**src/rtl/mux2_arb_pkg.sv**
```systemverilog
// Shared types and constants for the two-requester round-robin mux arbiter.
package mux2_arb_pkg;

  typedef enum logic [1:0] {
    IDLE = 2'd0,
    GNT0 = 2'd1,
    GNT1 = 2'd2
  } state_t;

  localparam logic SEL_IN0 = 1'b0;
  localparam logic SEL_IN1 = 1'b1;

endpackage

```
**src/rtl/mux2_rr_arbiter_mux2.sv**
```systemverilog
// Single-bit 2:1 multiplexer: y follows a when sel=0, b when sel=1.
module mux2 (
  input  logic a,
  input  logic b,
  input  logic sel,
  output logic y
);

  assign y = sel ? b : a;

endmodule

```
**src/rtl/mux2_rr_arbiter.sv**
```systemverilog
// Round-robin packet arbiter sharing one valid/ready channel between two sources.
// Optional stall timeout with forced release is enabled by defining MUX2_ARB_TIMEOUT_EN.
module mux2_rr_arbiter
  import mux2_arb_pkg::*;
#(
  parameter int DATA_W      = 8,
  parameter int TIMEOUT_CYC = 255
) (
  input  logic              Clk,
  input  logic              Reset_n,
  input  logic              in0_valid,
  input  logic [DATA_W-1:0] in0_data,
  input  logic              in0_last,
  output logic              in0_ready,
  input  logic              in1_valid,
  input  logic [DATA_W-1:0] in1_data,
  input  logic              in1_last,
  output logic              in1_ready,
  output logic              out_valid,
  output logic [DATA_W-1:0] out_data,
  output logic              out_last,
  input  logic              out_ready,
  output logic              sel,
  output logic              busy,
  output logic              timeout_err
);

  state_t state, state_nxt;
  logic   rr_ptr, rr_nxt;
  logic   gnt_valid, gnt_last, other_valid;
  logic   expire;

  always_ff @(posedge Clk or negedge Reset_n) begin
    if (!Reset_n) begin
      state  <= IDLE;
      rr_ptr <= 1'b0;
    end else begin
      state  <= state_nxt;
      rr_ptr <= rr_nxt;
    end
  end

`ifdef MUX2_ARB_TIMEOUT_EN
  localparam int CNT_W = $clog2(TIMEOUT_CYC + 1);
  localparam logic [CNT_W-1:0] STALL_MAX = CNT_W'(TIMEOUT_CYC - 1);

  logic [CNT_W-1:0] stall_cnt;
  logic             stall, accept;

  // Stall and accept are derived from state directly to keep the counter off the comb path.
  assign stall  = ((state == GNT0) && !in0_valid) || ((state == GNT1) && !in1_valid);
  assign accept = ((state == GNT0) && in0_valid && out_ready) ||
                  ((state == GNT1) && in1_valid && out_ready);
  assign expire = stall && (stall_cnt == STALL_MAX);

  always_ff @(posedge Clk or negedge Reset_n) begin
    if (!Reset_n) begin
      stall_cnt <= '0;
    end else if (accept || (state_nxt != state)) begin
      stall_cnt <= '0;
    end else if (stall) begin
      stall_cnt <= stall_cnt + 1'b1;
    end
  end
`else
  assign expire = 1'b0;
`endif

  assign timeout_err = expire;

  always_comb begin
    state_nxt   = state;
    rr_nxt      = rr_ptr;
    sel         = SEL_IN0;
    busy        = 1'b0;
    in0_ready   = 1'b0;
    in1_ready   = 1'b0;
    gnt_valid   = 1'b0;
    gnt_last    = 1'b0;
    other_valid = 1'b0;

    case (state)
      IDLE: begin
        if (in0_valid && in1_valid) begin
          state_nxt = (rr_ptr == SEL_IN1) ? GNT1 : GNT0;
        end else if (in0_valid) begin
          state_nxt = GNT0;
        end else if (in1_valid) begin
          state_nxt = GNT1;
        end
      end
      GNT0: begin
        sel         = SEL_IN0;
        busy        = 1'b1;
        gnt_valid   = in0_valid;
        gnt_last    = in0_last;
        other_valid = in1_valid;
        in0_ready   = out_ready;
      end
      GNT1: begin
        sel         = SEL_IN1;
        busy        = 1'b1;
        gnt_valid   = in1_valid;
        gnt_last    = in1_last;
        other_valid = in0_valid;
        in1_ready   = out_ready;
      end
      default: state_nxt = IDLE;
    endcase

    // Packet end hands over without a bubble; with no other requester the grant is released.
    if (busy && gnt_valid && out_ready && gnt_last) begin
      rr_nxt = ~sel;
      if (other_valid) begin
        state_nxt = (sel == SEL_IN0) ? GNT1 : GNT0;
      end else begin
        state_nxt = IDLE;
      end
    end else if (busy && expire) begin
      rr_nxt    = ~sel;
      state_nxt = IDLE;
    end
  end

  assign out_valid = gnt_valid;

  for (genvar i = 0; i < DATA_W; i++) begin : g_data_mux
    mux2 u_mux_data (
      .a  (in0_data[i]),
      .b  (in1_data[i]),
      .sel(sel),
      .y  (out_data[i])
    );
  end

  mux2 u_mux_last (
    .a  (in0_last),
    .b  (in1_last),
    .sel(sel),
    .y  (out_last)
  );

endmodule

```
**config.mk**
```make
export PLATFORM = sky130hd
export DESIGN_NAME = mux2_rr_arbiter
export DESIGN_NICKNAME = d
export VERILOG_FILES = /design/src/rtl/mux2_arb_pkg.sv /design/src/rtl/mux2_rr_arbiter_mux2.sv /design/src/rtl/mux2_rr_arbiter.sv
export SDC_FILE = /design/constraint.sdc
export NUM_CORES = 1
export LEC_CHECK = 0
export BUFFER_PORTS_ARGS = -buffer_cell sky130_fd_sc_hd__buf_4
export CORE_AREA = 2 2 39 41
export DETAILED_ROUTE_END_ITERATION = 7
export DIE_AREA = 0 0 41 43
export PLACE_DENSITY = 0.79
export SYNTH_ARGS = -nofsm -noshare
export SYNTH_HDL_FRONTEND = slang
export SYNTH_SLANG_ARGS = --single-unit
```
**constraint.sdc**
```tcl
create_clock -name Clk -period 4.44 [get_ports Clk]
set_input_delay 0 -clock Clk [delete_from_list [all_inputs] [get_ports Clk]]
set_output_delay 0 -clock Clk [all_outputs]
set_load 0.02 [all_outputs]
```
=== Word level (Yosys, flattened, before mapping) ===
Index checks and enable logic that the tools add are counted.

* Logic and storage cells: 38
* Output and inout port bits: 15
* Register bits: 3
* Input bits: 23

* Reductions and logical operators: 7
* Bitwise gates (word level): 1
* Eq/ne operators: 4
* Mux-type cells: 24

{| class="wikitable"
|+ Operators by type and width
! cell !! number
|-
| $mux 2 || 7
|-
| $mux 1 || 13
|-
| $pmux 1 s2 || 3
|-
| $ne 5x5->1 const B || 1
|-
| $logic_and 1x1->1 || 4
|-
| $pmux 2 s2 || 1
|-
| $eq 2x1->1 const B || 1
|-
| $eq 2x2->1 const B || 1
|-
| $logic_not 2->1 || 1
|-
| $ne 2x1->1 const B || 1
|-
| $reduce_and 2->1 || 1
|-
| $reduce_or 2->1 || 1
|-
| $not 1->1 || 1
|}

=== Longest topological paths before layout ===
Gate-level depths: netlist of run 1.

* Depth after elaboration: 8
* Mapped depth: 6
* Depth with buffers taken out: 6

=== Hierarchy ===
From an unflattened synthesis of run 1, not the netlist that was laid out.

* Cells, all modules: 46
* Area total of the unflattened synthesis: 444.2 um2

{| class="wikitable"
|+ By module, submodules not included
! module !! times used !! cells each !! sequential area each (um2) !! area each (um2)
|-
| mux2_rr_arbiter || 1 || 37 || 75.1 || 309.0
|-
| mux2 || 9 || 1 || 0.0 || 15.0
|}

=== Least setup slack after synthesis of run 1 ===
Ideal clock, no wire load.

* Kind: register to output
* From: reg state[0]
* To: out out_data[0]
* Required time: 4440 ps
* Arrival time: 1599 ps
* Stages on the path, launching flop included: 6
* Path buffers: 2
* Path slack: 2841 ps
* Cells stage by stage: dfrtp_1 > inv_1 > ha_1 > buf_2 > mux2_2 > buf_4

* Cells in the longest elaborated chain, start to end: 3

{| class="wikitable"
|+ Ends and longest elaborated chain
! element !! RTL line !! text
|-
| start, declared || mux2_rr_arbiter.sv:28 || <nowiki>state_t state, state_nxt;</nowiki>
|-
| start signal, assigned || mux2_rr_arbiter.sv:38 || <nowiki>state <= state_nxt;</nowiki>
|-
| $eq 2x2->1 || mux2_rr_arbiter.sv:82 || <nowiki>case (state)</nowiki>
|-
| $mux 1 || mux2_rr_arbiter.sv:82 ||
|-
| net sel || mux2_rr_arbiter.sv:23 || <nowiki>output logic sel,</nowiki>
|-
| $mux 1 || mux2_rr_arbiter_mux2.sv:9 || <nowiki>assign y = sel ? b : a;</nowiki>
|-
| end, declared || mux2_rr_arbiter.sv:20 || <nowiki>output logic [DATA_W-1:0] out_data,</nowiki>
|}

The timed path passes the listed nets, and every way through them passes these cells.

=== Worst setup path in the final report of run 1 ===
* From: reg state[0]
* To: out out_data[7]

* Cells in the longest elaborated chain, start to end: 3

{| class="wikitable"
|+ Ends and longest elaborated chain
! element !! RTL line
|-
| $eq 2x2->1 || mux2_rr_arbiter.sv:82
|-
| $mux 1 || mux2_rr_arbiter.sv:82
|-
| $mux 1 || mux2_rr_arbiter_mux2.sv:9
|}

Every way passes these cells.

==> flow_summary.json, run 1 <==
{
  "outcome": "finished clean",
  "row_count": 14,
  "hold_class": "input pin to register",
  "reg2reg_depth": 6,
  "whs_path_depth": 3,
  "fin_crit_ns": 1.84,
  "cts_tree": "done",
  "relSlewSlack_pct": 57.9,
  "grt_max_degree": 17,
  "ios": 38,
  "syn_area_um2": 470,
  "cts_inserted_buffers": 3,
  "ys_seq_area_share_pct": 16.0,
  "final_common_cell": "buf_4",
  "die_x_um": 41,
  "crit_family": "adder cells",
  "grt_pass1_wl_um": 1790,
  "ys_types": 23,
  "max_freq_mhz": 542,
  "die-area_um2": 1760,
  "path_buf_inv": 2,
  "routabilityCongestion": 0.727,
  "rrSetupSlack_ns": 2.60,
  "final_nets": 113,
  "final_antenna_net_count": 0,
  "drtIter0Drc": 7,
  "setup-tns-final_ns": 0,
  "critical_path_class": "register to output port",
  "setup-violations-final": 0,
  "clk_pin_slew_worst_paths_ns": 0.04,
  "critPathCaptureType": "output port",
  "worstPathRequired_ns": 4.44,
  "syn_avg_cell_area_um2": 8.55,
  "clock_path_buffers": 2,
  "crit_path_max_fanout": 16,
  "clk_latency_ns": 0.23,
  "cp.arrival_ns": 1.84,
  "final_max_slew_viol_count": 0,
  "r2r_end": "state[0]",
  "cts_sinks": 3,
  "syn_inst": 55,
  "synth.ff_latch_count": 3,
  "cap_violations": 0,
  "avgRoutedWirePerCell_um": 12.0,
  "synth_top_cell_by_area": "mux2_2",
  "leakage_nw": 0.357,
  "async_flop_share_pct": 100,
  "cts_setup_buffers": 0,
  "core_um2": 1380,
  "clk_root_buffer_cell": "clkbuf_4",
  "dp_hpwl_um": 980,
  "final_cell_mix": "buf_4 (36), mux2_2 (9), nand2_1 (5)",
  "dr_total_vias": 501,
  "io_buffers": 36,
  "h-tree-depth": 1,
  "antenna_found_initial": 0,
  "startpoint_type": "register",
  "preCtsSetupSlack_ns": 2.59,
  "synth_edf_count": 0,
  "chipHeight_um": 43,
  "hold_path_end": "state[1]",
  "grt_usage_pct": 15.1,
  "period_share_pct": 41.6,
  "wl_um": 1230,
  "yosysWarnings": 0,
  "diodes": 0,
  "multiInputGateArea_um2": 315,
  "grt_pass1_vias": 462,
  "postCtsHoldBufs": 1,
  "hold_viol": 0,
  "rsz0062_at_grt": "false",
  "powerDensity_nw_per_um2": 479,
  "finClkSkew_ns": 0.00117,
  "ff_latch_area_um2": 75.1,
  "ir_drop_uv": 243,
  "vias_per_cell": 4.91,
  "synth_top_area_share_pct": 21.5,
  "syn_nets": 81,
  "cp.depth": 4,
  "area_delta_synth_final_pct": 54.0,
  "overflow": 0,
  "max_stage_delay_ns": 0.57,
  "drt-pass1-iter-count": 4,
  "r2r_start": "state[0]",
  "layout-drive-gt1-share_pct": 60.5,
  "tightest_slew_ns": 0.631,
  "start_util_pct": 34.0,
  "synth_area_leaders": "mux2_2 (22%), dfrtp_1 (16%), buf_4 (14%), ha_1 (8.0%), a22oi_2 (5.3%)",
  "crit_slowest_cell": "ha_1",
  "fillers": 143,
  "synth_ff_type": "dfrtp_1",
  "drc": 0,
  "cts-resized-gates": 0,
  "cp_cell_sequence": "inv_1 > ha_1 > mux2_2 > buf_4",
  "hp-start": "in1_valid",
  "fin_ws_ns": 2.60
}
[how the worst max path moves through the flow]
stage | slack [ns] | endpoint | start
final | 2.60 | out_data[7] | state[0]
after global routing | 2.43 | state[0] | state[0]
after CTS | 2.56 | state[0] | state[0]
after detailed placement | 2.59 | state[0] | state[0]
after global placement | 2.67 | state[0] | state[0]
after floorplan | 2.84 | out_data[0] | state[0]
[power breakdown]
| part | total (W) | internal, W | switching, W |
|---|---|---|---|
| clock | 0.0000484 | 0.0000337 | 0.0000147 |
| sequential | 0.0000477 | 0.0000387 | 0.00000902 |
| combinational | 0.000251 | 0.000118 | 0.000133 |
[state kept, by name, indices dropped and copies added (netlist names)]
register and count:
rr_ptr 1, state 2
[Yosys cell counts, types with 2 or more instances]
master,count
dfrtp_1,3
nor2b_1,2
buf_4,9
inv_1,2
ha_1,3
nand2_1,5
and2_1,3
a22oi_2,2
mux2_2,9
nor2_1,2
nand3_1,3
[layout make-up]
| cell class | instances | share of cell area, % |
|---|---|---|
| clock buffer | 4 | 3.63 |
| inverter | 2 | 1.04 |
| multi-input combinational | 40 | 43.5 |
| sequential | 3 | 10.4 |
| tap | 16 | 2.76 |
| timing repair buffer | 37 | 38.7 |
[per-stage QoR]
step           power, W  area, µm²  hold slack [ns]  util (%)  std cells
5_1_grt        0.000377        724           0.0678      52.4        102
4_1_cts        0.000352        724           0.0761      52.4        102
2_1_floorplan  0.000234        470           -0.296         -         55
6_report       0.000347        724           0.0836      52.4        102
3_5_place_dp   0.000300        688           -0.207      49.7         97
3_3_place_gp   0.000293        688           -0.209      49.7         97
[logic make-up after synthesis]
| kind of cell | Yosys count | synth area share, % |
|---|---|---|
| multiplexers | 9 | 21.5 |
| AO/OA/AOI/OAI | 8 | 13.6 |
| flip-flops | 3 | 16.0 |
| other | 1 | 0.797 |
| buffers and inverters | 12 | 17.0 |
| AND/OR/NAND/NOR | 19 | 23.1 |
| adder cells (fa/ha/maj) | 3 | 7.98 |
[worst register-to-register path, stage by stage (launching register included)]
cell and delay [ns]:
dfrtp_1 0.39, inv_1 0.09, ha_1 0.57, a22oi_2 0.21, nor3_4 0.26, nand3_1 0.10, o211ai_1 0.14
[metal layers]
layer / part of all wire [%] / wire length, µm / GRT usage [%]
met5: 0 / 0 / 0
met1: 34 / 417 / 16.6
met3: 10 / 128 / 6.28
met4: 0 / 0 / 2.00
met2: 56 / 682 / 26.3
(Power assumes the default switching activity.)
==> run 2, diff against run 1 <==
==> constraint.sdc (replaced) <==
create_clock -name Clk -period 1.9 [get_ports Clk]
set_input_delay 0 -clock Clk [delete_from_list [all_inputs] [get_ports Clk]]
set_output_delay 0 -clock Clk [all_outputs]
set_load 0.02 [all_outputs]
==> run 2 against run 1 <==
  * Register-to-register slack worse by 2.2 ns
  * Total power up 140%
  * Die area is the same
  * Non-clock buffer count is 1 higher
  * Critical path depth grew 1
  * Global-route usage is 0.62 points lower
  * First-iteration DRC count grew 14%
  * Design area rose by 1.0%
  * Setup slack lost 2.5 ns
  * Critical endpoint is now out_data[5]
==> flow_summary.json, run 2 (synthesis gave the netlist of run 1 again) <==
{
  "cts_inserted_buffers": 3,
  "max_freq_mhz": 568,
  "final_area_um2": 732,
  "drtIter0Drc": 8,
  "grt_max_degree": 12,
  "rsz0062_at_grt": "false",
  "routabilityCongestion": 0.755,
  "layout-drive-gt1-share_pct": 60.9,
  "combPwrFrac_pct": 72.3,
  "setup-violations-final": 0,
  "crit_path_max_fanout": 11,
  "powerDensity_nw_per_um2": 1120,
  "swShare_pct": 44.7,
  "vias_per_cell": 4.72,
  "cts_sinks": 3,
  "cap_violations": 0,
  "routed.top_layer": "met4",
  "grt_pass1_vias": 453,
  "final_cell_mix": "buf_4 (37), mux2_2 (9), nand2_1 (5)",
  "route.met3.wl_um": 105,
  "setup-tns-final_ns": 0,
  "startpoint_type": "register",
  "largest_reg_flops": 2,
  "clock_path_buffers": 2,
  "drc": 0,
  "finClkSkew_ns": 0.000299,
  "dp_hpwl_um": 906,
  "leakage_nw": 0.362,
  "route.met2.wl_um": 585,
  "fin_cells": 103,
  "clk_latency_ns": 0.24,
  "h-tree-depth": 1,
  "ios": 38,
  "hold_class": "input pin to register",
  "r2r_start": "state[0]",
  "final_antenna_net_count": 0,
  "p_sw_w": 0.000365,
  "drt-pass1-iter-count": 4,
  "cts_setup_buffers": 0,
  "cp.arrival_ns": 1.76,
  "critPathCaptureType": "output port",
  "start_util_pct": 34.0,
  "final_util_pct": 52.9,
  "clk_pin_slew_worst_paths_ns": 0.04,
  "period_share_pct": 92.6,
  "diodes": 0,
  "hp-start": "in1_valid",
  "wl_met1_um": 422,
  "p_clk_share_pct": 14.2,
  "final_max_slew_viol_count": 0,
  "hold_path_end": "state[1]",
  "core_um2": 1380,
  "fin_crit_ns": 1.76,
  "dr_total_vias": 486,
  "antenna_found_initial": 0,
  "area_delta_synth_final_pct": 55.6,
  "worstPathRequired_ns": 1.90,
  "avgRoutedWirePerCell_um": 11.0,
  "grt_usage_pct": 14.5,
  "overflow": 0,
  "holdWs_ns": 0.0680,
  "wl_um": 1130,
  "whs_path_depth": 3,
  "clk_root_buffer_cell": "clkbuf_4",
  "ir_drop_uv": 529,
  "grt_pass1_wl_um": 1730,
  "sequentialPowerShare_pct": 13.5,
  "die-area_um2": 1760,
  "place_area_um2": 696,
  "outcome": "finished clean",
  "critical_path_class": "register to output port",
  "final_common_cell": "buf_4",
  "hold_viol": 0,
  "r2r_end": "state[1]",
  "cts_tree": "done",
  "placed_cells": 98,
  "die_x_um": 41,
  "io_buffers": 36,
  "row_count": 14,
  "final_nets": 114,
  "rrSetupSlack_ns": 0.42,
  "largestRegisters": "state: 2 flops, rr_ptr: 1 flops",
  "intPower_w": 0.000452,
  "chipHeight_um": 43,
  "reg2reg_depth": 5,
  "regMostFlops": "state"
}
==> run 2: final cells by class <==
class                   count  area [µm²]
clock buffers               4        26.3
fillers                   140         652
inverters                   2        7.51
multi-input cells          40         315
flip-flops and latches      3        75.1
well taps                  16        20.0
repair buffers             38         288
==> run 2: stage by stage <==
step,total power [W],setup WS (ns)
floorplan,0.000546,0.301
global placement,0.000693,0.441
detailed placement,0.000702,0.401
CTS,0.000830,0.121
global route,0.000885,0.0604
finish,0.000817,0.141
==> run 2: worst max path at each step <==
stage	start	endpoint	slack, ns	cells past startpoint
after global routing	state[0]	out_data[5]	0.06	5
after global placement	state[0]	out_data[0]	0.44	5
final	state[0]	out_data[5]	0.14	5
after CTS	state[0]	out_data[5]	0.12	5
after floorplan	state[0]	out_data[0]	0.30	5
after detailed placement	state[0]	out_data[2]	0.40	5
==> run 2: power by group through the flow <==
stage / clock (W) / sequential (W) / combinational (W)
after floorplan: 0 / 0.000105 / 0.000441
after global placement: 0 / 0.000109 / 0.000584
after detailed placement: 0 / 0.000111 / 0.000591
after CTS: 0.000123 / 0.000110 / 0.000597
after global routing: 0.000130 / 0.000114 / 0.000641
final: 0.000116 / 0.000110 / 0.000590
==> run 2: routing by layer <==
metal,track usage [%],vias up
met5,0,-
met4,8.00,0
met3,3.14,2
met2,23.8,27
met1,16.2,213
li1,-,244
==> run 2: worst max-delay path: stages (launching register included) <==
cell     delay, ns
dfrtp_1       0.39
inv_1         0.09
ha_1          0.29
buf_4         0.23
mux2_2        0.36
buf_4         0.16
==> run 2: timing repair <==
action / 4_1_cts / 5_1_grt
hold buffers: 1 / 0
resized for setup: 0 / 0
hold endpoints to repair: 3 / 0
